$ cat config.mk
export PLATFORM = sky130hd
export DESIGN_NAME = stopwatch_tick_counter
export DESIGN_NICKNAME = d
export VERILOG_FILES = /design/src/rtl/stopwatch_pkg.sv /design/src/rtl/stopwatch_tick_gen.sv /design/src/rtl/stopwatch_tick_counter.sv
export SDC_FILE = /design/constraint.sdc
export NUM_CORES = 1
export LEC_CHECK = 0
export BUFFER_PORTS_ARGS = -buffer_cell sky130_fd_sc_hd__buf_4
export CORE_MARGIN = 3
export CORE_UTILIZATION = 45
export DETAILED_ROUTE_END_ITERATION = 10
export GPL_ROUTABILITY_DRIVEN = 0
export GPL_TIMING_DRIVEN = 0
export MAX_ROUTING_LAYER = met4
export SLEW_MARGIN = 20
export SYNTH_ARGS = -nofsm -noshare
export SYNTH_HDL_FRONTEND = slang
export SYNTH_SLANG_ARGS = --single-unit
$ cat constraint.sdc
create_clock -name clk -period 2.5 [get_ports clk]
set_input_delay 0 -clock clk [delete_from_list [all_inputs] [get_ports clk]]
set_output_delay 0 -clock clk [all_outputs]
set_load 0.02 [all_outputs]
$ cat src/rtl/stopwatch_pkg.sv
// Shared constants and helpers for the stopwatch timebase and BCD counter.
package stopwatch_pkg;

  localparam int unsigned DIGIT_WIDTH = 4;
  localparam int unsigned DIGIT_MAX   = 9;

  // Ceiling log2; returns 0 for inputs of 0 or 1.
  function automatic int unsigned clog2(input longint unsigned value);
    longint unsigned v;
    int unsigned     bits;
    v    = (value > 64'd0) ? value - 64'd1 : 64'd0;
    bits = 0;
    while (v > 64'd0) begin
      v    = v >> 1;
      bits = bits + 1;
    end
    return bits;
  endfunction

endpackage

$ cat src/rtl/stopwatch_tick_gen.sv
// Clock divider: one registered single-cycle tick every DIVIDE enabled cycles.
module stopwatch_tick_gen
  import stopwatch_pkg::*;
#(
  parameter int unsigned BOARD_CLOCK_FREQUENCY_IN_HZ    = 100000000,
  parameter int unsigned OUTPUT_CLOCK_PERIOD_IN_SECONDS = 1
) (
  input  logic clk,
  input  logic rst,
  input  logic enable,
  output logic clkOut
);

  localparam longint unsigned DIVIDE =
    64'(BOARD_CLOCK_FREQUENCY_IN_HZ) * 64'(OUTPUT_CLOCK_PERIOD_IN_SECONDS);
  localparam int unsigned CNT_W = (clog2(DIVIDE) < 1) ? 1 : clog2(DIVIDE);
  localparam logic [CNT_W-1:0] CNT_LAST = CNT_W'(DIVIDE - 64'd1);

  logic [CNT_W-1:0] cnt_q, cnt_d;
  logic             tick_q, tick_d;

  // Paused cycles hold the count so a resumed period is neither lost nor extended.
  always_comb begin
    cnt_d  = cnt_q;
    tick_d = 1'b0;
    if (enable) begin
      if (cnt_q == CNT_LAST) begin
        cnt_d  = '0;
        tick_d = 1'b1;
      end else begin
        cnt_d = cnt_q + 1'b1;
      end
    end
  end

  always_ff @(posedge clk) begin
    if (!rst) begin
      cnt_q  <= '0;
      tick_q <= 1'b0;
    end else begin
      cnt_q  <= cnt_d;
      tick_q <= tick_d;
    end
  end

  assign clkOut = tick_q;

endmodule

$ cat src/rtl/stopwatch_tick_counter.sv
// Stopwatch datapath: divider tick feeding a cascaded NUM_DIGITS-digit BCD counter.
module stopwatch_tick_counter
  import stopwatch_pkg::*;
#(
  parameter int unsigned BOARD_CLOCK_FREQUENCY_IN_HZ    = 100000000,
  parameter int unsigned OUTPUT_CLOCK_PERIOD_IN_SECONDS = 1,
  parameter int unsigned NUM_DIGITS                     = 4
) (
  input  logic                              clk,
  input  logic                              rst,
  input  logic                              enable,
  output logic                              clkOut,
  output logic [DIGIT_WIDTH*NUM_DIGITS-1:0] numberOut,
  output logic                              wrap
);

  localparam logic [DIGIT_WIDTH-1:0] NINE = DIGIT_WIDTH'(DIGIT_MAX);

  logic                                tick;
  logic [NUM_DIGITS:0]                 carry;
  logic [DIGIT_WIDTH*NUM_DIGITS-1:0]   digits;
  logic                                wrap_q, wrap_d;

  stopwatch_tick_gen #(
    .BOARD_CLOCK_FREQUENCY_IN_HZ    (BOARD_CLOCK_FREQUENCY_IN_HZ),
    .OUTPUT_CLOCK_PERIOD_IN_SECONDS (OUTPUT_CLOCK_PERIOD_IN_SECONDS)
  ) u_tick_gen (
    .clk    (clk),
    .rst    (rst),
    .enable (enable),
    .clkOut (tick)
  );

  // carry[k] is set when the tick must reach digit k (all lower digits at 9).
  always_comb begin
    carry    = '0;
    carry[0] = tick;
    for (int unsigned k = 0; k < NUM_DIGITS; k++) begin
      carry[k+1] = carry[k] && (digits[k*DIGIT_WIDTH +: DIGIT_WIDTH] == NINE);
    end
  end

  for (genvar k = 0; k < NUM_DIGITS; k++) begin : g_digit
    logic [DIGIT_WIDTH-1:0] digit_q, digit_d;

    always_comb begin
      digit_d = digit_q;
      if (carry[k]) begin
        digit_d = (digit_q == NINE) ? '0 : digit_q + 1'b1;
      end
    end

    always_ff @(posedge clk) begin
      if (!rst) digit_q <= '0;
      else      digit_q <= digit_d;
    end

    assign digits[k*DIGIT_WIDTH +: DIGIT_WIDTH] = digit_q;
  end

  always_comb begin
    wrap_d = carry[NUM_DIGITS];
  end

  always_ff @(posedge clk) begin
    if (!rst) wrap_q <= 1'b0;
    else      wrap_q <= wrap_d;
  end

  assign clkOut    = tick;
  assign numberOut = digits;
  assign wrap      = wrap_q;

endmodule

# Yosys cells after proc, flatten, opt, wreduce, memory -nomap -nowiden
# Cells that the tools add are included.
# word_totals
ff_bits,45
in_bits,3
wordCells,28
output_inout_bits,18
# classes
n_addsub,5
n_reduce_logical,5
muxes,6
n_eq_ne,5
# ops
operator,count
adder 27 x 1 -> 27 bit (second input constant),1
== test 27 bit (second input constant),1
2-to-1 mux 27 bit,1
adder 4 x 1 -> 4 bit (second input constant),4
== test 4 bit (second input constant),4
2-to-1 mux 4 bit,4
logical AND 1 bit,4
AND reduction 2 bit,1
2-to-1 mux 1 bit,1

# Logic depth before layout (Yosys ltp)
# depth
depth_word,5
depth_mapped,8
depth_no_buf,6

# Modules after synthesis
# From an unflattened synthesis, not the netlist that was laid out.
# unflattened
cells_unflattened,261
area_unflattened_um2,2245.9
# modules_own_cells
module,area_each_um2,instances,cells_each,seq_area_each_um2
stopwatch_tick_gen,1410.1,1,164,560.5
stopwatch_tick_counter,835.8,1,97,340.3

# Worst setup path before layout
# Ideal clock, no wire load.
# synth_timing
path_kind,register to register
start,register g_digit[1].digit_q[3]
end,register g_digit[3].digit_q[1]
setup_slack_ns,0.609
stages_incl_launch_ff,6
setup_time_ns,0.067
path_buffers,0
required_ns,2.433
arrival_time_ns,1.824
period_less_slack_ns,1.891
path_cell_list,dfxtp_1 or3b_4 nor4_4 nand3_4 or3_1 a21oi_2
# synth_via
elab_chain_cells,3
# synth_rtl
item,line_no,source
from (decl),stopwatch_tick_counter.sv:44,"logic [DIGIT_WIDTH-1:0] digit_q, digit_d;"
from (signal assigned),stopwatch_tick_counter.sv:55,else digit_q <= digit_d;
== test 4 bit,stopwatch_tick_counter.sv:39,carry[k+1] = carry[k] && (digits[k*DIGIT_WIDTH +: DIGIT_WIDTH] == NINE);
logical AND 1 bit (2 in a row),stopwatch_tick_counter.sv:39,
to (signal assigned),stopwatch_tick_counter.sv:55,
to (decl),stopwatch_tick_counter.sv:44,
# Every way passes these cells.
# A chain may end at the register's enable or synchronous reset.

# Worst setup path in the final report
# layout_timing
start,register u_tick_gen.cnt_q[0]
end,register u_tick_gen.cnt_q[10]
# layout_via
elab_chain_cells,2
word_cells_on_any_way,3
cone_classes,add/sub: 1; eq/ne: 1; mux: 1
# layout_rtl
item,line_no,source
from (decl),stopwatch_tick_gen.sv:19,"logic [CNT_W-1:0] cnt_q, cnt_d;"
from (signal assigned),stopwatch_tick_gen.sv:41,cnt_q <= cnt_d;
adder 27 x 1 -> 27 bit or == test 27 bit (tied branches),"stopwatch_tick_gen.sv:31, stopwatch_tick_gen.sv:27",
2-to-1 mux 27 bit *,stopwatch_tick_gen.sv:27,if (cnt_q == CNT_LAST) begin
# Every way passes the cells marked *; elsewhere a longest branch is shown, timed or not.

==> results.yml <==
timing:
  slew_viol_final: 0
  period_needed_ns: 2.07
  finClkSkew_ns: 0.0103
  tightest_slew_ns: 0.546
  finalHoldViolations: 0
  min_period_over_period_pct: 82.7
  maxSlewHeadroom_pct: 63.6
  fin_tns_setup_ns: 0
  rsz0062_at_grt: "false"
  whs_ns: 0.108
  max_freq_mhz: 484
  setup_viol: 0
synthesis:
  synth_area_um2: 2130
  yosysMostFrequentCell: "dfxtp_1"
  ys_types: 46
  netlist_instances: 250
  yosys.area.top_type: "dfxtp_1"
  async_flop_share_pct: 0
  synth_flop_cell: "dfxtp_1"
  yosysSeqAreaShare_pct: 42.2
  synth_seq_cells: 45
  syn_avg_cell_area_um2: 8.54
  synth_edf_count: 0
  synth_top_area_share_pct: 42.2
  yosysWarnings: 0
  synthTopCellsByArea: "dfxtp_1 42%, xnor2_1 9.0%, nor2_1 7.6%, nand2_1 3.7%, nor3_1 2.6%"
  synth_nets: 254
  synthTopCellsByCount: "45 x dfxtp_1, 43 x nor2_1, 22 x xnor2_1"
critical_path:
  end_kind: "flop"
  critPathSlowestCell: "dfxtp_1"
  crit_required_ns: 2.68
  cp-start-kind: "flop"
  critical_path_arrival_ns: 2.24
  path_class: "reg2reg"
  max_stage_delay_ns: 0.37
  cp_max_fo: 10
  crit_chain: "ha_1, and3_1, nand3_1, or2_1, clkbuf_1, o21ai_1, buf_2, nor2_1"
detailed_routing:
  wl_per_cell_um: 11.8
  wl_met3_um: 187
  wl_met2_um: 1750
  drcViolationCount: 0
  wirelength_um: 3910
  firstDrtPassIters: 4
  drtAntennaViolNets: 0
  drtIter0Drc: 46
  vias_per_cell: 5.17
  routed.top_layer: "met4"
  vias: 1707
  drt-met1-wl_um: 1930
power:
  p_int_uw: 1060
  vdd_drop_max_v: 0.000308
  pwr-share-clk_pct: 42.4
  power_switching_share_pct: 19.4
  p_comb_share_pct: 2.4
  p_leak_uw: 0.000906
  net-switching-power_uw: 256
  p_per_area_nw_per_um2: 532
  seq_power_share_pct: 55.2
cells_and_area:
  stdcell_area_um2: 2470
  multi_input_area_um2: 1170
  nets: 281
  fillCellCount: 413
  diodes: 0
  drive_gt1_share_pct: 13.3
  regArea_um2: 901
  syn_to_final_growth_pct: 15.7
cts:
  cts-resized-gates: 0
  cts_root_buf: "clkbuf_8"
  cts_tree: "yes"
  clock_path_buffers: 2
  postCtsSetupRepairBufs: 0
  clk_pin_slew_ns: 0.08
  cts_buffers: 5
  clkLatencyLatePin_ns: 0.29
  cts_sinks: 45
  cts.htree.levels: 2
global_routing:
  grt_pass1_wl_um: 6910
  grt_max_degree: 14
  antenna_found_initial: 0
  grtUsageTotal_pct: 16.6
  grt-ovfl-total: 0
  first_global_vias: 1527
floorplan:
  fp.dieW_um: 74.9
  rows: 24
  die_h_um: 74.9
  die_area_um2: 5610
  start_util_pct: 47.7
  core_region_area_um2: 4470
  ioPinCount: 21
placed_design:
  hpwl_um: 2830
  portBuffers: 19
  postPlaceCellArea_um2: 2340
flow_run:
  max-cap-violations: 0
run_status:
  outcome: "completed"
hold_path:
  worstHoldPathType: "in2reg"
-- final timing paths --
path / end / cells past startpoint / from / slack, ns
worst min register to register: u_tick_gen.cnt_q[6] / 2 / u_tick_gen.cnt_q[6] / 0.51
worst max-delay path: u_tick_gen.cnt_q[10] / 8 / u_tick_gen.cnt_q[0] / 0.43
worst min-delay path: wrap / 3 / rst / 0.11
worst max register to register: u_tick_gen.cnt_q[10] / 8 / u_tick_gen.cnt_q[0] / 0.43
-- critical path: cells and delay by family (launching register included) --
family | cells | cell delay (ns)
AND/OR/NAND/NOR | 4 | 0.82
buffers and inverters | 2 | 0.43
flip-flops | 1 | 0.37
adder cells (fa/ha/maj) | 1 | 0.17
AO/OA/AOI/OAI | 1 | 0.17
-- registers in the layout, summed over array words and instances (netlist names) --
register           count
g_digit.digit_q       16
u_tick_gen.cnt_q      27
wrap                   1
u_tick_gen.clkOut      1
-- placed cells by master, fill, tap and decap left out, types with 5 or more instances in the layout --
cell type and instances:
a21oi_1 6, and3_1 6, buf_4 19, clkbuf_1 6, clkbuf_8 6, dfxtp_1 45
inv_1 7, nand2_1 21, nand3_1 9, nand4_1 5, nor2_1 43, nor2b_1 7
nor3_1 11, o21ai_0 7, xnor2_1 22, xor2_1 6
-- metal layers --
layer  track usage (%)  up-vias
met2              25.0       32
met5                 -        -
met3              4.81        4
met1              21.3      759
li1                  -      912
met4              5.34        0
-- stage by stage --
stage	setup WS [ns]	total power (uW)	cells	utilization (%)
2_1_floorplan	0.609	763	250	-
3_3_place_gp	0.407	773	321	52.3
3_5_place_dp	0.423	774	321	52.3
4_1_cts	0.397	1340	330	55.2
5_1_grt	0.209	1380	330	55.2
6_report	0.432	1310	330	55.2
-- final cells by class --
type	instances	area share (%)
Multi-Input combinational cell	189	47.4
Sequential cell	45	36.5
Timing Repair Buffer	20	6.18
Clock buffer	7	3.50
Tap cell	52	2.64
Buffer	9	1.52
Clock inverter	1	1.22
Inverter	7	1.06
-- repair_timing --
item / CTS / global route
hold endpoints to repair: 2 / 0
hold buffers: 1 / 0
setup endpoints to repair: 0 / 0
-- power by group through the flow --
stage | sequential, uW | clock (uW) | combinational [uW]
global placement | 743 | 0 | 30.5
finish | 726 | 557 | 31.2
global route | 727 | 617 | 35.7
detailed placement | 743 | 0 | 30.7
floorplan | 742 | 0 | 21.5
CTS | 726 | 585 | 32.3
-- kinds of logic after synthesis --
group | after synthesis | synth area share, %
flip-flops | 45 | 42.2
XOR/XNOR | 28 | 11.5
multiplexers | 3 | 1.41
AND/OR/NAND/NOR | 131 | 33.6
AO/OA/AOI/OAI | 26 | 7.68
adder cells (fa/ha/maj) | 1 | 0.586
buffers and inverters | 16 | 2.99
Power figures use the tool's default switching activity.
